$ cat config.mk
export PLATFORM = sky130hd
export DESIGN_NAME = debug_source_sched
export DESIGN_NICKNAME = d
export VERILOG_FILES = /design/src/rtl/debug_source_sched.sv
export SDC_FILE = /design/constraint.sdc
export NUM_CORES = 1
export LEC_CHECK = 0
export CAP_MARGIN = 20
export CORE_AREA = 2 2 136 138
export CTS_CLUSTER_DIAMETER = 80
export DETAILED_ROUTE_END_ITERATION = 10
export DIE_AREA = 0 0 138 140
export PLACE_DENSITY = 0.76
export SETUP_SLACK_MARGIN = 0.1
export SLEW_MARGIN = 15
export SYNTH_ARGS = -nofsm -noshare
export SYNTH_HDL_FRONTEND = slang
export SYNTH_SLANG_ARGS = --single-unit
$ cat constraint.sdc
create_clock -name clk -period 3.8 [get_ports clk]
set_input_delay 1.14 -clock clk [delete_from_list [all_inputs] [get_ports clk]]
set_output_delay 1.14 -clock clk [all_outputs]
set_load 0.01 [all_outputs]
$ cat src/rtl/debug_source_sched.sv
// Frame-synchronous scheduler sharing the 64-bit debug overlay word between NSRC producers.
// Optional build macro DEBUG_SCHED_FREEZE_EN adds i_freeze, which suppresses frame ticks in IDLE/HOLD.
module debug_source_sched #(
    parameter int unsigned NSRC         = 4,
    parameter int unsigned DWELL_FRAMES = 30,
    parameter int unsigned VBL_LINE     = 240,
    localparam int unsigned SW          = (NSRC > 1) ? $clog2(NSRC) : 1
) (
    input  logic                 clk,
    input  logic                 i_reset,
    input  logic [11:0]          i_v,
    input  logic [NSRC-1:0]      i_src_req,
    input  logic [64*NSRC-1:0]   i_src_data,
    input  logic                 i_manual_en,
`ifdef DEBUG_SCHED_FREEZE_EN
    input  logic                 i_freeze,
`endif
    input  logic [SW-1:0]        i_manual_sel,
    output logic [NSRC-1:0]      o_src_ack,
    output logic [63:0]          o_debug,
    output logic [SW-1:0]        o_sel,
    output logic                 o_valid
);

    localparam int unsigned DW = (DWELL_FRAMES > 1) ? $clog2(DWELL_FRAMES) : 1;

    typedef enum logic [1:0] {
        IDLE    = 2'd0,
        CAPTURE = 2'd1,
        HOLD    = 2'd2
    } state_t;

    state_t          state_q, state_nxt;
    logic [11:0]     v_prev_q;
    logic            tick_q;
    logic [DW-1:0]   dwell_q, dwell_nxt;
    logic [SW-1:0]   sel_nxt;
    logic            capture_c;
    logic            idle_c;
    logic            freeze_c;
    logic            tick_c;
    logic [SW-1:0]   man_sel_c;
    logic            low_found_c;
    logic [SW-1:0]   low_sel_c;
    logic            rr_found_c;
    logic [SW-1:0]   rr_sel_c;
    int unsigned     rr_idx;
    logic [63:0]     src_word [NSRC];

`ifdef DEBUG_SCHED_FREEZE_EN
    assign freeze_c = i_freeze;
`else
    assign freeze_c = 1'b0;
`endif

    assign tick_c = tick_q & ~freeze_c;

    for (genvar g = 0; g < NSRC; g++) begin : g_word
        assign src_word[g] = i_src_data[64*g +: 64];
    end

    // Out-of-range manual selections map to the last source
    assign man_sel_c = (32'(i_manual_sel) > NSRC - 1) ? SW'(NSRC - 1) : i_manual_sel;

    // Lowest-index requester, and round-robin search starting after the current source
    always_comb begin
        low_found_c = 1'b0;
        low_sel_c   = '0;
        rr_found_c  = 1'b0;
        rr_sel_c    = o_sel;
        rr_idx      = 0;
        for (int unsigned k = 0; k < NSRC; k++) begin
            if (i_src_req[SW'(k)] && !low_found_c) begin
                low_found_c = 1'b1;
                low_sel_c   = SW'(k);
            end
        end
        for (int unsigned k = 1; k <= NSRC; k++) begin
            rr_idx = 32'(o_sel) + k;
            if (rr_idx >= NSRC) rr_idx = rr_idx - NSRC;
            if (i_src_req[SW'(rr_idx)] && !rr_found_c) begin
                rr_found_c = 1'b1;
                rr_sel_c   = SW'(rr_idx);
            end
        end
    end

    // Next-state logic; capture_c marks the edge that loads the output registers
    always_comb begin
        state_nxt = state_q;
        sel_nxt   = o_sel;
        dwell_nxt = dwell_q;
        capture_c = 1'b0;
        idle_c    = 1'b0;
        case (state_q)
            IDLE: begin
                if (tick_c) begin
                    if (i_manual_en) begin
                        sel_nxt   = man_sel_c;
                        dwell_nxt = DW'(DWELL_FRAMES - 1);
                        capture_c = 1'b1;
                        state_nxt = CAPTURE;
                    end else if (low_found_c) begin
                        sel_nxt   = low_sel_c;
                        dwell_nxt = DW'(DWELL_FRAMES - 1);
                        capture_c = 1'b1;
                        state_nxt = CAPTURE;
                    end
                end
            end
            CAPTURE: begin
                state_nxt = HOLD;
            end
            HOLD: begin
                if (tick_c) begin
                    if (i_manual_en) begin
                        sel_nxt = man_sel_c;
                        if (man_sel_c != o_sel) dwell_nxt = DW'(DWELL_FRAMES - 1);
                        capture_c = 1'b1;
                        state_nxt = CAPTURE;
                    end else if (!i_src_req[o_sel] || (dwell_q == '0)) begin
                        if (rr_found_c) begin
                            sel_nxt   = rr_sel_c;
                            dwell_nxt = DW'(DWELL_FRAMES - 1);
                            capture_c = 1'b1;
                            state_nxt = CAPTURE;
                        end else begin
                            idle_c    = 1'b1;
                            state_nxt = IDLE;
                        end
                    end else begin
                        dwell_nxt = dwell_q - DW'(1);
                        capture_c = 1'b1;
                        state_nxt = CAPTURE;
                    end
                end
            end
            default: state_nxt = IDLE;
        endcase
    end

    // State, frame tick and registered outputs
    always_ff @(posedge clk or posedge i_reset) begin
        if (i_reset) begin
            state_q   <= IDLE;
            v_prev_q  <= '0;
            tick_q    <= 1'b0;
            dwell_q   <= '0;
            o_src_ack <= '0;
            o_debug   <= '0;
            o_sel     <= '0;
            o_valid   <= 1'b0;
        end else begin
            state_q   <= state_nxt;
            v_prev_q  <= i_v;
            tick_q    <= (i_v == 12'(VBL_LINE)) && (v_prev_q != 12'(VBL_LINE));
            dwell_q   <= dwell_nxt;
            o_src_ack <= '0;
            if (capture_c) begin
                o_debug <= src_word[sel_nxt];
                o_sel   <= sel_nxt;
                o_valid <= 1'b1;
                if (i_src_req[sel_nxt]) o_src_ack <= NSRC'(1) << sel_nxt;
            end
            if (idle_c) o_valid <= 1'b0;
        end
    end

endmodule
==> results_dict.tcl, run 1 <==
set metrics [dict create \
    fmax_ghz 0.2845 \
    gp_congestion 0.9086 \
    totalWireLength_mm 23.39 \
    period_needed_ns 3.515 \
    hp-start "o_valid$_DFFE_PP0P_" \
    fin_skew_ns 0.01227 \
    pwr-share-comb_pct 27.2 \
    final_antenna_net_count 0 \
    grt_max_degree 57 \
    clk_latency_ns 0.35 \
    antenna_found_initial 2 \
    whs_path_depth 1 \
    clockBufferDepth 2 \
    ys_seq_elements 91 \
    netlist_top_cells_area "dfrtp_1 37%, a211oi_1 16%, a211oi_2 9.4%" \
    core_sq_um 17780 \
    io_pins 348 \
    p_leak_nw 3.960 \
    die_w_um 138 \
    p_sw_share_pct 28.21 \
    status "completed" \
    required_ns 4.02 \
    first_pass_iters 6 \
    path_clk_slew_ns 0.08 \
    pwr-share-seq_pct 39.3 \
    root_buffer "clkbuf_16" \
    drive_above_1_share_pct 11.34 \
    rows 49 \
    grtUsageTotal_pct 23.88 \
    cts_setup_buffers 0 \
    synth-seq-area-share_pct 36.52 \
    p_clk_share_pct 33.5 \
    cellPowerDensity_nw_per_um2 264.8 \
    portBuffers 347 \
    hold_class "flip-flop to flip-flop" \
    rsz0062_at_grt "false" \
    netlist_area_sq_um 6235 \
    avgViaCountPerCell 5.362 \
    cts_tree "yes" \
    die_h_um 140 \
    synth_cell_types 58 \
    synthCells 656 \
    synthArstFlopShare_pct 100.0 \
    start_util_pct 35.07 \
    ys_warn_count 0 \
    worstReg2RegStart "o_sel[0]$_DFFE_PP0P_" \
    vdd_drop_max_uv 275.9 \
    final_core_util_pct 58.33 \
    start_kind "input port" \
    nets 1262 \
    synth_top_area_share_pct 36.52 \
    r2r-end "o_debug[28]$_DFFE_PP0P_" \
    ff2ff_path_depth 7 \
    diodes 0 \
    synth.avg_cell_area_sq_um 9.504 \
    slew_headroom_pct 56.73 \
    report.final.hold_viol_count 0 \
    dp_hpwl_mm 17.43 \
    dpl_cell_area_sq_um 10060 \
    drtIter0Drc 368 \
    setup_viol 0 \
    tns_ns 0 \
    grt_pass1_vias 6675 \
    final_common_cell "clkdlybuf4s50_1" \
    synth_edf_count 0 \
    setup_ws_ns 0.2854 \
    drcViolationCount 0 \
    area_growth_pct 66.35 \
    cts_hold_buf 0 \
    vias 6526 \
    avgRoutedWirePerCell_um 19.22 \
    min_to "o_valid$_DFFE_PP0P_" \
    cp.arrival_ns 3.74 \
    synthFlopType "dfrtp_1" \
    finalCritPeriodShare_pct 92.49 \
    grt_pass1_wl_mm 37.12 \
    postLayoutCellArea_sq_um 10370 \
    r2r_slack_ns 0.81 \
    dp_slack_ns 0.005290 \
    tightest_slew_ns 0.6476 \
    synth_top_cell_by_area "dfrtp_1" \
    grt_overflow 0 \
    htree_levels 3 \
    slew_viol_final 0 \
    p_switching_w 0.0007748 \
    dieArea_sq_um 19320 \
    drv_cap 0 \
    cts_inserted_buffers 9 \
    worstPathMaxFanout 38 \
    synth_fp_nets 935 \
    end_kind "flip-flop" \
    internal-power_w 0.001972 \
    cts_resized 0 \
    clkSinkCount 91 \
    critPathKind "input port to flip-flop" \
    final_cell_mix "347 x clkdlybuf4s50_1, 137 x a211oi_1, 91 x dfrtp_1" \
]
[worst max-delay path, stage by stage]
cell,delay [ns]
clkdlybuf4s50_1,0.43
mux4_2,0.53
and2_4,0.20
a311oi_4,0.30
buf_4,0.47
a211oi_1,0.15
a211oi_1,0.38
a211oi_2,0.08
[sequential cells by signal, summed over array words and instances, names as in the netlist]
register and count:
dwell_q 5, tick_c 1, state_q 2, o_debug 64, o_sel 2, v_prev_q 12, o_valid 1, o_src_ack 4
[stage by stage]
stage / cells / hold slack [ns] / power, W
final: 1217 / 0.5021 / 0.002747
after global routing: 1217 / 0.5456 / 0.002884
after CTS: 1217 / 0.5097 / 0.002782
after detailed placement: 1201 / 0.4771 / 0.001848
after global placement: 1201 / 0.4857 / 0.001837
after floorplan: 656 / 0.4781 / 0.001341
[power groups by stage]
stage	clock (W)	sequential, W	combinational [W]
floorplan	0	0.00112	0.000219
CTS	0.000949	0.00108	0.000753
global placement	0	0.00110	0.000741
global route	0.000991	0.00109	0.000804
finish	0.000919	0.00108	0.000748
detailed placement	0	0.00110	0.000750
[worst max path at each step]
stage                       startpoint                       to  slack [ns]
after detailed placement  i_src_req[3]  o_debug[28]$_DFFE_PP0P_       0.005
after global routing       i_manual_en  o_debug[17]$_DFFE_PP0P_        0.20
after floorplan                i_reset   dwell_q[0]$_DFFE_PP0P_        0.30
after CTS                 i_src_req[3]  o_debug[28]$_DFFE_PP0P_        0.37
after global placement     i_manual_en  o_debug[28]$_DFFE_PP0P_        0.04
final                     i_src_req[3]  o_debug[28]$_DFFE_PP0P_        0.29
[metal layers]
metal	track usage, %	vias to the layer above	part of all wire (%)
li1	-	3072	-
met1	29.53	3106	40
met2	41.04	299	50
met3	5.538	45	7.1
met4	8.378	4	2.9
met5	0	-	0.14
[cell type report]
cell class | instances | area, sq um
multi-input combinational | 426 | 3341
timing repair buffer | 380 | 3871
clock inverter | 7 | 81.33
clock buffer | 9 | 225.2
fill | 1528 | 7408
inverter | 75 | 289.0
tap | 229 | 286.5
sequential | 91 | 2277
[synthesized netlist by cell type (all sizes together) (2+ instances only)]
library cell / count
or3b: 2
dfrtp: 91
a311oi: 12
and3: 2
nand2b: 4
nor4bb: 3
inv: 75
xnor2: 2
nand3: 4
nor4b: 3
and2: 3
nor3: 7
mux2i: 58
a211oi: 184
a21oi: 6
nor3b: 4
o22a: 5
ha: 2
nor2b: 3
nand2: 21
buf: 45
o21ai: 4
a21o: 2
nor2: 72
clkbuf: 19
[logic make-up (layout without fill, tap and decap cells)]
| kind of cell | count (synthesis) | in the layout | synth area share (%) |
|---|---|---|---|
| AO/OA/AOI/OAI | 227 | 227 | 32.25 |
| buffers and inverters | 139 | 471 | 10.34 |
| AND/OR/NAND/NOR | 135 | 135 | 10.36 |
| flip-flops | 91 | 91 | 36.52 |
| multiplexers | 60 | 60 | 9.854 |
| adder cells (fa/ha/maj) | 2 | 2 | 0.4013 |
| XOR/XNOR | 2 | 2 | 0.2810 |
Power figures use the tool's default switching activity.
==> run 2, diff against run 1 <==
- CTS_CLUSTER_SIZE: unset -> 16
- PLACE_DENSITY: 0.76 -> unset
- PLACE_DENSITY_LB_ADDON: unset -> 0.25
==> run 2 against run 1 <==
  * Via count fell by 0.43%
  * Non-clock buffer count rose by 6
  * Critical endpoint is now o_debug[8]$_DFFE_PP0P_
  * Die area stayed put
  * Count of clock-buffer cells in the layout is the same
  * Core utilization up 0.63 points
==> results_dict.tcl, run 2 (synthesized netlist as in run 1, its figures left out) <==
set metrics [dict create \
    status "completed" \
    report.final.hold_viol_count 0 \
    slew_viol_final 0 \
    ff2ff_path_depth 8 \
    portBuffers 347 \
    htree_levels 3 \
    core_sq_um 17780 \
    diodes 0 \
    postLayoutCellArea_sq_um 10480 \
    r2r-end "o_debug[23]$_DFFE_PP0P_" \
    drv_cap 0 \
    gp_congestion 0.8390 \
    start_kind "input port" \
    area_growth_pct 68.15 \
    grt_pass1_vias 6601 \
    top_register "o_debug" \
    root_buffer "clkbuf_16" \
    cts_hold_buf 0 \
    end_kind "flip-flop" \
    antenna_found_initial 0 \
    whs_path_depth 2 \
    cts_tree "yes" \
    finalCritPeriodShare_pct 87.98 \
    largest_reg_flops 64 \
    drive_above_1_share_pct 11.87 \
    min_to "tick_c$_DFF_PP0_" \
    required_ns 4.02 \
    grt_pass1_wl_mm 36.80 \
    slew_headroom_pct 54.09 \
    path_clk_slew_ns 0.07 \
    dp_cells 1207 \
    io_pins 348 \
    first_pass_iters 5 \
    die_w_um 138 \
    setup_viol 0 \
    rows 49 \
    worstPathMaxFanout 19 \
    clk_latency_ns 0.35 \
    worstReg2RegStart "o_sel[0]$_DFFE_PP0P_" \
    avgRoutedWirePerCell_um 19.29 \
    grtUsageTotal_pct 23.85 \
    grt_overflow 0 \
    finalNonFillerCells 1223 \
    drtIter0Drc 298 \
    hold_class "flip-flop to flip-flop" \
    cts_inserted_buffers 9 \
    reg_top3 "o_debug: 64 flops, v_prev_q: 12 flops, dwell_q: 5 flops" \
    period_needed_ns 3.343 \
    drcViolationCount 0 \
    hp-start "v_prev_q[3]$_DFF_PP0_" \
    dp_hpwl_mm 17.72 \
    tightest_slew_ns 0.6887 \
    cp.arrival_ns 3.56 \
    tns_ns 0 \
    fmax_ghz 0.2991 \
    dpl_cell_area_sq_um 10130 \
    n_fill_cell 1557 \
    cellPowerDensity_nw_per_um2 275.7 \
    nets 1268 \
    r2r_slack_ns 0.97 \
    fin_skew_ns 0.008292 \
    dieArea_sq_um 19320 \
    cts_resized 0 \
    cts_setup_buffers 0 \
    final_cell_mix "347 x clkdlybuf4s50_1, 137 x a211oi_1, 91 x dfrtp_1" \
    vias 6498 \
    rsz0062_at_grt "false" \
    clkSinkCount 91 \
    final_common_cell "clkdlybuf4s50_1" \
    p_leak_nw 4.015 \
    final_antenna_net_count 0 \
    avgViaCountPerCell 5.313 \
    vdd_drop_max_uv 185.2 \
    die_h_um 140 \
    totalWireLength_mm 23.59 \
    critPathKind "input port to flip-flop" \
    grt_max_degree 53 \
    clockBufferDepth 2 \
    start_util_pct 35.07 \
]
==> run 2: cell types whose count changed in the layout (fill, tap and decap cells not counted), sizes merged <==
cell	previous run	this run
buf	33	39
bufinv	0	3
clkinv	4	1
clkinvlp	0	1
inv	78	77
==> run 2: stage by stage <==
step / power, W / hold slack, ns / utilization [%] / worst slack, ns
CTS: 0.002923 / 0.5278 / 58.97 / 0.4379
detailed placement: 0.001850 / 0.5148 / 57.00 / 0.06814
floorplan: 0.001341 / 0.4781 / - / 0.2964
global route: 0.003012 / 0.5615 / 58.97 / 0.3305
global placement: 0.001842 / 0.5035 / 57.00 / 0.1328
finish: 0.002891 / 0.5239 / 58.97 / 0.4569
==> run 2: how the worst max path moves through the flow <==
stage,depth (start not counted),to,from
after detailed placement,9,o_debug[8]$_DFFE_PP0P_,i_manual_en
after global routing,9,o_debug[1]$_DFFE_PP0P_,i_manual_en
after floorplan,1,dwell_q[0]$_DFFE_PP0P_,i_reset
after CTS,9,o_debug[8]$_DFFE_PP0P_,i_manual_en
final,9,o_debug[8]$_DFFE_PP0P_,i_manual_en
after global placement,9,o_debug[21]$_DFFE_PP0P_,i_src_req[3]
==> run 2: cell type report <==
class / instances / area, sq um / share of cell area (%)
clock buffer: 9 / 225.2 / 2.148
clock inverter: 7 / 123.9 / 1.182
inverter: 75 / 289.0 / 2.757
multi-input combinational: 426 / 3341 / 31.87
sequential: 91 / 2277 / 21.72
tap: 229 / 286.5 / 2.733
timing repair buffer: 386 / 3941 / 37.59
==> run 2: critical path, cell delays in order <==
cell and delay, ns:
clkdlybuf4s50_1 0.42, buf_4 0.17, nor4bb_1 0.42, a21bo_1 0.29
a2111oi_4 0.38, o311ai_4 0.16, buf_4 0.25, a211oi_1 0.26
a211oi_2 0.08
==> run 2: layer usage <==
metal,track usage (%),part of all wire [%],wire (um),up-vias
met1,29.22,41,9675,3080
met5,0,0,0,-
met3,5.983,7.3,1714,34
met4,7.734,2.4,578,0
met2,41.27,49,11630,294
li1,-,-,-,3090
==> run 2: report_power, final <==
group,internal [W],switching [W]
registers,0.00104,0.0000456
logic,0.000466,0.000279
clock network,0.000649,0.000412
==> run 3, diff against run 2 <==
- CAP_MARGIN: 20 -> unset
==> results of run 3 <==
No change in the layout: final DEF, timing and power equal those of run 2.
